File: src/rtl/imem_loader.sv
// -----------------------------------------------------------------------------
// imem_loader
//
// Program loader for pipelined_datapath. It takes a stream of instruction words
// over a valid/ready handshake and writes them into instruction memory at
// consecutive word addresses starting from 0. The CPU is held in reset for the
// whole load and is released only after the final write has committed.
//
// Optional feature macro: IMEM_LOADER_FILL_EN
//   Defined     : after the last program word, every remaining address up to
//                 the top of memory is written with 0 (NOP) before release.
//   Not defined : the CPU is released right after the last program write, and
//                 stale contents above the program are left untouched.
//
// Parameters
//   ADDR_W      instruction-memory word-address width (depth = 2**ADDR_W)
//   DATA_W      instruction width (the word is not interpreted)
//
// Ports
//   clk          in   system clock, rising edge
//   reset        in   asynchronous active-low reset
//   load_start   in   single-cycle request to begin a (re)load
//   in_valid     in   upstream word valid
//   in_ready     out  loader accepts a word this cycle (registered)
//   in_data      in   instruction word
//   in_last      in   final word of the program, qualified by in_valid
//   imem_we      out  instruction-memory write enable (registered)
//   imem_addr    out  write word address (registered)
//   imem_wdata   out  write data (registered)
//   cpu_reset    out  active-high reset for pipelined_datapath
//   load_done    out  program loaded and CPU released
//   err_overflow out  memory filled without seeing in_last
//   word_count   out  words accepted in the current load
//   dbg_state    out  current FSM state encoding, for observation only
// -----------------------------------------------------------------------------
module imem_loader #(
    parameter int ADDR_W = 8,
    parameter int DATA_W = 32
) (
    input  logic              clk,
    input  logic              reset,
    input  logic              load_start,
    input  logic              in_valid,
    output logic              in_ready,
    input  logic [DATA_W-1:0] in_data,
    input  logic              in_last,
    output logic              imem_we,
    output logic [ADDR_W-1:0] imem_addr,
    output logic [DATA_W-1:0] imem_wdata,
    output logic              cpu_reset,
    output logic              load_done,
    output logic              err_overflow,
    output logic [ADDR_W:0]   word_count,
    output logic [2:0]        dbg_state
);

    // Handshake: a word transfers on every rising edge where in_valid and
    // in_ready are both 1. in_ready is a register driven purely from the next
    // state, so it never depends combinationally on in_valid; the producer may
    // hold in_valid high and get one word per cycle with no bubbles. in_data
    // and in_last are only looked at on a transfer edge.

    typedef enum logic [2:0] {
        S_IDLE = 3'd0,
        S_LOAD = 3'd1,
        S_RUN  = 3'd2,
        S_ERR  = 3'd3
`ifdef IMEM_LOADER_FILL_EN
        ,
        S_FILL = 3'd4
`endif
    } state_e;

    localparam logic [ADDR_W-1:0] PTR_TOP = {ADDR_W{1'b1}};
    localparam logic [ADDR_W-1:0] PTR_ONE = {{(ADDR_W-1){1'b0}}, 1'b1};
    localparam logic [ADDR_W:0]   CNT_ONE = {{ADDR_W{1'b0}}, 1'b1};

    state_e              state_q, state_d;
    logic [ADDR_W-1:0]   ptr_q, ptr_d;
    logic [ADDR_W:0]     cnt_q, cnt_d;
    logic                in_ready_q, in_ready_d;
    logic                we_q, we_d;
    logic [ADDR_W-1:0]   addr_q, addr_d;
    logic [DATA_W-1:0]   wdata_q, wdata_d;
    logic                cpu_reset_q, cpu_reset_d;
    logic                done_q, done_d;
    logic                err_q, err_d;
    logic                accept;

    assign accept = in_valid && in_ready_q;

    // -------------------------------------------------------------------------
    // State and output registers
    // -------------------------------------------------------------------------
    always_ff @(posedge clk or negedge reset) begin
        if (!reset) begin
            state_q     <= S_IDLE;
            ptr_q       <= '0;
            cnt_q       <= '0;
            in_ready_q  <= 1'b0;
            we_q        <= 1'b0;
            addr_q      <= '0;
            wdata_q     <= '0;
            cpu_reset_q <= 1'b1;
            done_q      <= 1'b0;
            err_q       <= 1'b0;
        end else begin
            state_q     <= state_d;
            ptr_q       <= ptr_d;
            cnt_q       <= cnt_d;
            in_ready_q  <= in_ready_d;
            we_q        <= we_d;
            addr_q      <= addr_d;
            wdata_q     <= wdata_d;
            cpu_reset_q <= cpu_reset_d;
            done_q      <= done_d;
            err_q       <= err_d;
        end
    end

    // -------------------------------------------------------------------------
    // Next-state and registered-output logic
    //
    // The write port is one cycle behind acceptance. When the last write is
    // accepted the FSM already moves to RUN (or ERR), but the status flags are
    // derived one edge later, on the edge that commits that write. That edge
    // is the first one where done_q/err_q can be set, which is also why a
    // load_start during the first RUN/ERR cycle is ignored: the restart is only
    // honoured once the flag is up, so no write is ever outstanding while the
    // CPU is out of reset.
    // -------------------------------------------------------------------------
    always_comb begin
        state_d     = state_q;
        ptr_d       = ptr_q;
        cnt_d       = cnt_q;
        we_d        = 1'b0;
        addr_d      = addr_q;
        wdata_d     = wdata_q;
        cpu_reset_d = 1'b1;
        done_d      = 1'b0;
        err_d       = 1'b0;

        case (state_q)
            S_IDLE: begin
                ptr_d = '0;
                cnt_d = '0;
                if (load_start) begin
                    state_d = S_LOAD;
                end
            end

            S_LOAD: begin
                if (accept) begin
                    we_d    = 1'b1;
                    addr_d  = ptr_q;
                    wdata_d = in_data;
                    ptr_d   = ptr_q + PTR_ONE;
                    cnt_d   = cnt_q + CNT_ONE;
                    if (in_last) begin
`ifdef IMEM_LOADER_FILL_EN
                        // Nothing left to zero when the program ends at the
                        // top address, so skip FILL entirely.
                        state_d = (ptr_q == PTR_TOP) ? S_RUN : S_FILL;
`else
                        state_d = S_RUN;
`endif
                    end else if (ptr_q == PTR_TOP) begin
                        // Memory is full and the program has not ended; the
                        // word at the top address is still written.
                        state_d = S_ERR;
                    end
                end
            end

`ifdef IMEM_LOADER_FILL_EN
            S_FILL: begin
                we_d    = 1'b1;
                addr_d  = ptr_q;
                wdata_d = '0;
                ptr_d   = ptr_q + PTR_ONE;
                if (ptr_q == PTR_TOP) begin
                    state_d = S_RUN;
                end
            end
`endif

            S_RUN: begin
                if (done_q && load_start) begin
                    state_d = S_LOAD;
                    ptr_d   = '0;
                    cnt_d   = '0;
                end else begin
                    cpu_reset_d = 1'b0;
                    done_d      = 1'b1;
                end
            end

            S_ERR: begin
                if (err_q && load_start) begin
                    state_d = S_LOAD;
                    ptr_d   = '0;
                    cnt_d   = '0;
                end else begin
                    err_d = 1'b1;
                end
            end

            default: begin
                state_d = S_IDLE;
            end
        endcase

        in_ready_d = (state_d == S_LOAD);
    end

    // -------------------------------------------------------------------------
    // Outputs
    // -------------------------------------------------------------------------
    assign in_ready     = in_ready_q;
    assign imem_we      = we_q;
    assign imem_addr    = addr_q;
    assign imem_wdata   = wdata_q;
    assign cpu_reset    = cpu_reset_q;
    assign load_done    = done_q;
    assign err_overflow = err_q;
    assign word_count   = cnt_q;
    assign dbg_state    = state_q;

    // -------------------------------------------------------------------------
    // Structural invariants
    // -------------------------------------------------------------------------
`ifndef SYNTHESIS
    // The CPU never runs while a write to its instruction memory is pending.
    a_no_write_when_released: assert property (
        @(posedge clk) disable iff (!reset) !(we_q && !cpu_reset_q));

    // in_ready is asserted exactly while loading.
    a_ready_only_in_load: assert property (
        @(posedge clk) disable iff (!reset) in_ready_q == (state_q == S_LOAD));

    // Status flags only ever appear in their own states.
    a_done_in_run: assert property (
        @(posedge clk) disable iff (!reset) !done_q || (state_q == S_RUN));
    a_err_in_err: assert property (
        @(posedge clk) disable iff (!reset) !err_q || (state_q == S_ERR));
    a_release_matches_done: assert property (
        @(posedge clk) disable iff (!reset) cpu_reset_q == !done_q);
`endif

endmodule

File: config.mk
export PLATFORM = sky130hd
export DESIGN_NAME = imem_loader
export DESIGN_NICKNAME = d
export VERILOG_FILES = /design/src/rtl/imem_loader.sv
export SDC_FILE = /design/constraint.sdc
export NUM_CORES = 1
export LEC_CHECK = 0
export BUFFER_PORTS_ARGS = -buffer_cell sky130_fd_sc_hd__buf_2
export CAP_MARGIN = 20
export CORE_ASPECT_RATIO = 0.9
export CORE_MARGIN = 8
export CORE_UTILIZATION = 50
export DETAILED_ROUTE_END_ITERATION = 7
export PLACE_DENSITY_LB_ADDON = 0.1
export SLEW_MARGIN = 40
export SYNTH_ARGS = -nofsm -noshare
export SYNTH_HDL_FRONTEND = slang
export SYNTH_SLANG_ARGS = --single-unit
File: constraint.sdc
create_clock -name clk -period 3.08 [get_ports clk]
set_clock_uncertainty 0.1 [all_clocks]
set_input_delay 0.308 -clock clk [delete_from_list [all_inputs] [get_ports clk]]
set_output_delay 0.308 -clock clk [all_outputs]
set_load 0.05 [all_outputs]
==> flow_metrics.env <==
export IMPL_outcome="finished, final reports clean"
export IMPL_hold_viol=0
export IMPL_drv_slew=0
export IMPL_worstHoldStart="in_data[20]"
export IMPL_fin_setup_tns_ps=0
export IMPL_cp_max_fo=44
export IMPL_p_int_w=0.00172
export IMPL_vias_per_cell=5.44
export IMPL_p_clk_frac=0.294
export IMPL_hold_worst_slack_ps=83.3
export IMPL_postCtsSetupRepairBufs=0
export IMPL_slew_limit_headroom=0.502
export IMPL_power_switching_w=0.00106
export IMPL_rows=26
export IMPL_mostFrequentLayoutCells="buf_2, dfrtp_1, mux2_2"
export IMPL_insertion_delay_ps=340
export IMPL_syn_area_per_cell_um2=12.9
export IMPL_synth_top_cell_area_share=0.564
export IMPL_antenna_found_initial=0
export IMPL_timing_fmax_ghz=0.431
export IMPL_switching_share=0.382
export IMPL_cts_resized=0
export IMPL_crit_type="reg -> reg"
export IMPL_tightestPinTransition_ps=740
export IMPL_antenna_cells=0
export IMPL_wire_per_inst_um=16.1
export IMPL_ant_nets=0
export IMPL_numPortBuffers=93
export IMPL_syn_cell_area_um2=2840
export IMPL_grt_max_degree=45
export IMPL_startpoint="dbg_state[1]"
export IMPL_end_kind="flip-flop"
export IMPL_r2r_cells=3
export IMPL_start_util=0.508
export IMPL_rsz0062_at_grt="no"
export IMPL_fin_nets=356
export IMPL_holdBufCountCts=1
export IMPL_die_w_um=95.5
export IMPL_layout_commonest_cell="buf_2"
export IMPL_vdd_drop_max_mv=0.508
export IMPL_final_cells=392
export IMPL_route_final_wire_length_um=6300
export IMPL_cp_arrival_ps=2440
export IMPL_drv_cap=0
export IMPL_drive_gt1_frac=0.478
export IMPL_synth_flop_cell="dfrtp_1"
export IMPL_reg2reg_from="dbg_state[1]"
export IMPL_cts_root_buffer="clkbuf_8"
export IMPL_synth_edff_count=0
export IMPL_clkSinkCount=65
export IMPL_grt_overflow=0
export IMPL_p_leak_nw=1.78
export IMPL_finalCritPeriodShare=0.752
export IMPL_grt_total_usage=0.162
export IMPL_htreeDepth=3
export IMPL_die_h_um=87.5
export IMPL_layout_min_cycle_time_ps=2320
export IMPL_placed_area_um2=3320
export IMPL_first_global_vias=2145
export IMPL_synthCells=220
export IMPL_synth_cell_type_count=38
export IMPL_coreArea_um2=5600
export IMPL_die_area_um2=8350
export IMPL_cts_buffers=9
export IMPL_drc=0
export IMPL_ys_seq_elements=65
export IMPL_nFillCells=484
export IMPL_synth_area_leaders="dfrtp_1, mux2_2, mux2i_1"
export IMPL_dp_cells=375
export IMPL_finalSetupViolations=0
export IMPL_yosysTopAreaCell="dfrtp_1"
export IMPL_boundaryPins=94
export IMPL_cts_path_max_buffers=2
export IMPL_grt_pass1_wl_um=10500
export IMPL_drtPass1Iterations=4
export IMPL_worstPathRequired_ps=3200
export IMPL_area_growth_pct=25.4
export IMPL_vias=2134
export IMPL_drt_iter0_markers=127
export IMPL_comb_power_share=0.315
export IMPL_path_clk_slew_ps=70
export IMPL_crit_path_start_kind="flip-flop"
export IMPL_async_flop_share=1.00
export IMPL_yosysWarnings=0
export IMPL_dp_hpwl_um=4540
export IMPL_final_area_um2=3560
export IMPL_p_seq_frac=0.391
export IMPL_synth_seq_area_share=0.573
export IMPL_cts_tree="done"
export IMPL_power_density_nw_per_um2=780
export IMPL_hold_class="in -> reg"
export IMPL_hold_depth=2
export IMPL_gp_congestion=0.781
export IMPL_synth_fp_nets=259
[stage by stage]
stage / util / total power, W / setup WS [ps]
6_report: 0.637 / 0.00278 / 762
5_1_grt: 0.637 / 0.00290 / 642
4_1_cts: 0.637 / 0.00281 / 737
3_5_place_dp: 0.594 / 0.00199 / 735
3_3_place_gp: 0.594 / 0.00197 / 783
2_1_floorplan: - / 0.00175 / 867
[power groups by stage]
stage          Clock (W)  Sequential (W)  Combinational, W
2_1_floorplan          0         0.00158          0.000171
3_3_place_gp           0         0.00110          0.000871
3_5_place_dp           0         0.00110          0.000884
4_1_cts         0.000838         0.00109          0.000885
5_1_grt         0.000880         0.00111          0.000915
6_report        0.000818         0.00109          0.000874
[sequential cells by signal (all words and copies together), names as in the netlist]
name	flops
load_done	1
in_ready	1
err_overflow	1
imem_we	1
ptr_q	8
dbg_state	3
imem_addr	8
imem_wdata	32
word_count	9
cpu_reset	1
[layer usage]
layer,vias to the layer above,track usage,wire [µm]
met5,-,0,0
met3,8,0.0784,616
met1,1057,0.194,2640
met4,0,0.0614,76
met2,68,0.246,2970
li1,1001,-,-
[worst max-delay path, cell delays in order, from the launching register on]
cell	delay, ps
dfrtp_1	490
or3b_2	600
nor2_8	580
mux2_2	420
[worst paths after layout]
kind | end | slack [ps]
hold / removal | imem_wdata[20] | 80
setup / recovery | imem_wdata[12] | 760
hold reg to reg | imem_wdata[19] | 390
max in group asynchronous | ptr_q[0] | 1790
min in group asynchronous | imem_we | 380
setup reg to reg | imem_wdata[12] | 760
[cell usage after synthesis, drive strengths merged, types with 3 or more instances]
library cell and n:
inv 4, mux2i 7, o21ai 5, a21oi 9
nand2b 6, mux2 40, nand2 14, nor2 5
o31ai 8, nor4 6, nor2b 3, buf 11
nand3 6, dfrtp 64, or4 5, nand4 5
[logic make-up (layout without fill, tap and decap cells)]
kind of cell               Yosys count  in the layout  share of synthesized area
AOI/OAI and AO/OA                   30             30                     0.0700
adders and majority gates            2              2                    0.00881
buffers and inverters               15            117                     0.0379
DFF                                 65             65                      0.573
muxes                               47             47                      0.183
other                                1              1                    0.00132
and+or+nand+nor                     60             60                      0.126
[final cells by class]
type	instances	area [µm²]	share of cell area
well taps	70	87.6	0.0246
clock buffers	11	151	0.0425
multi-input cells	140	1110	0.310
clock inverters	5	77.6	0.0218
inverters	4	15.0	0.00421
repair buffers	97	498	0.140
flip-flops and latches	65	1630	0.457
No activity file was read; power rests on OpenSTA's default activity.
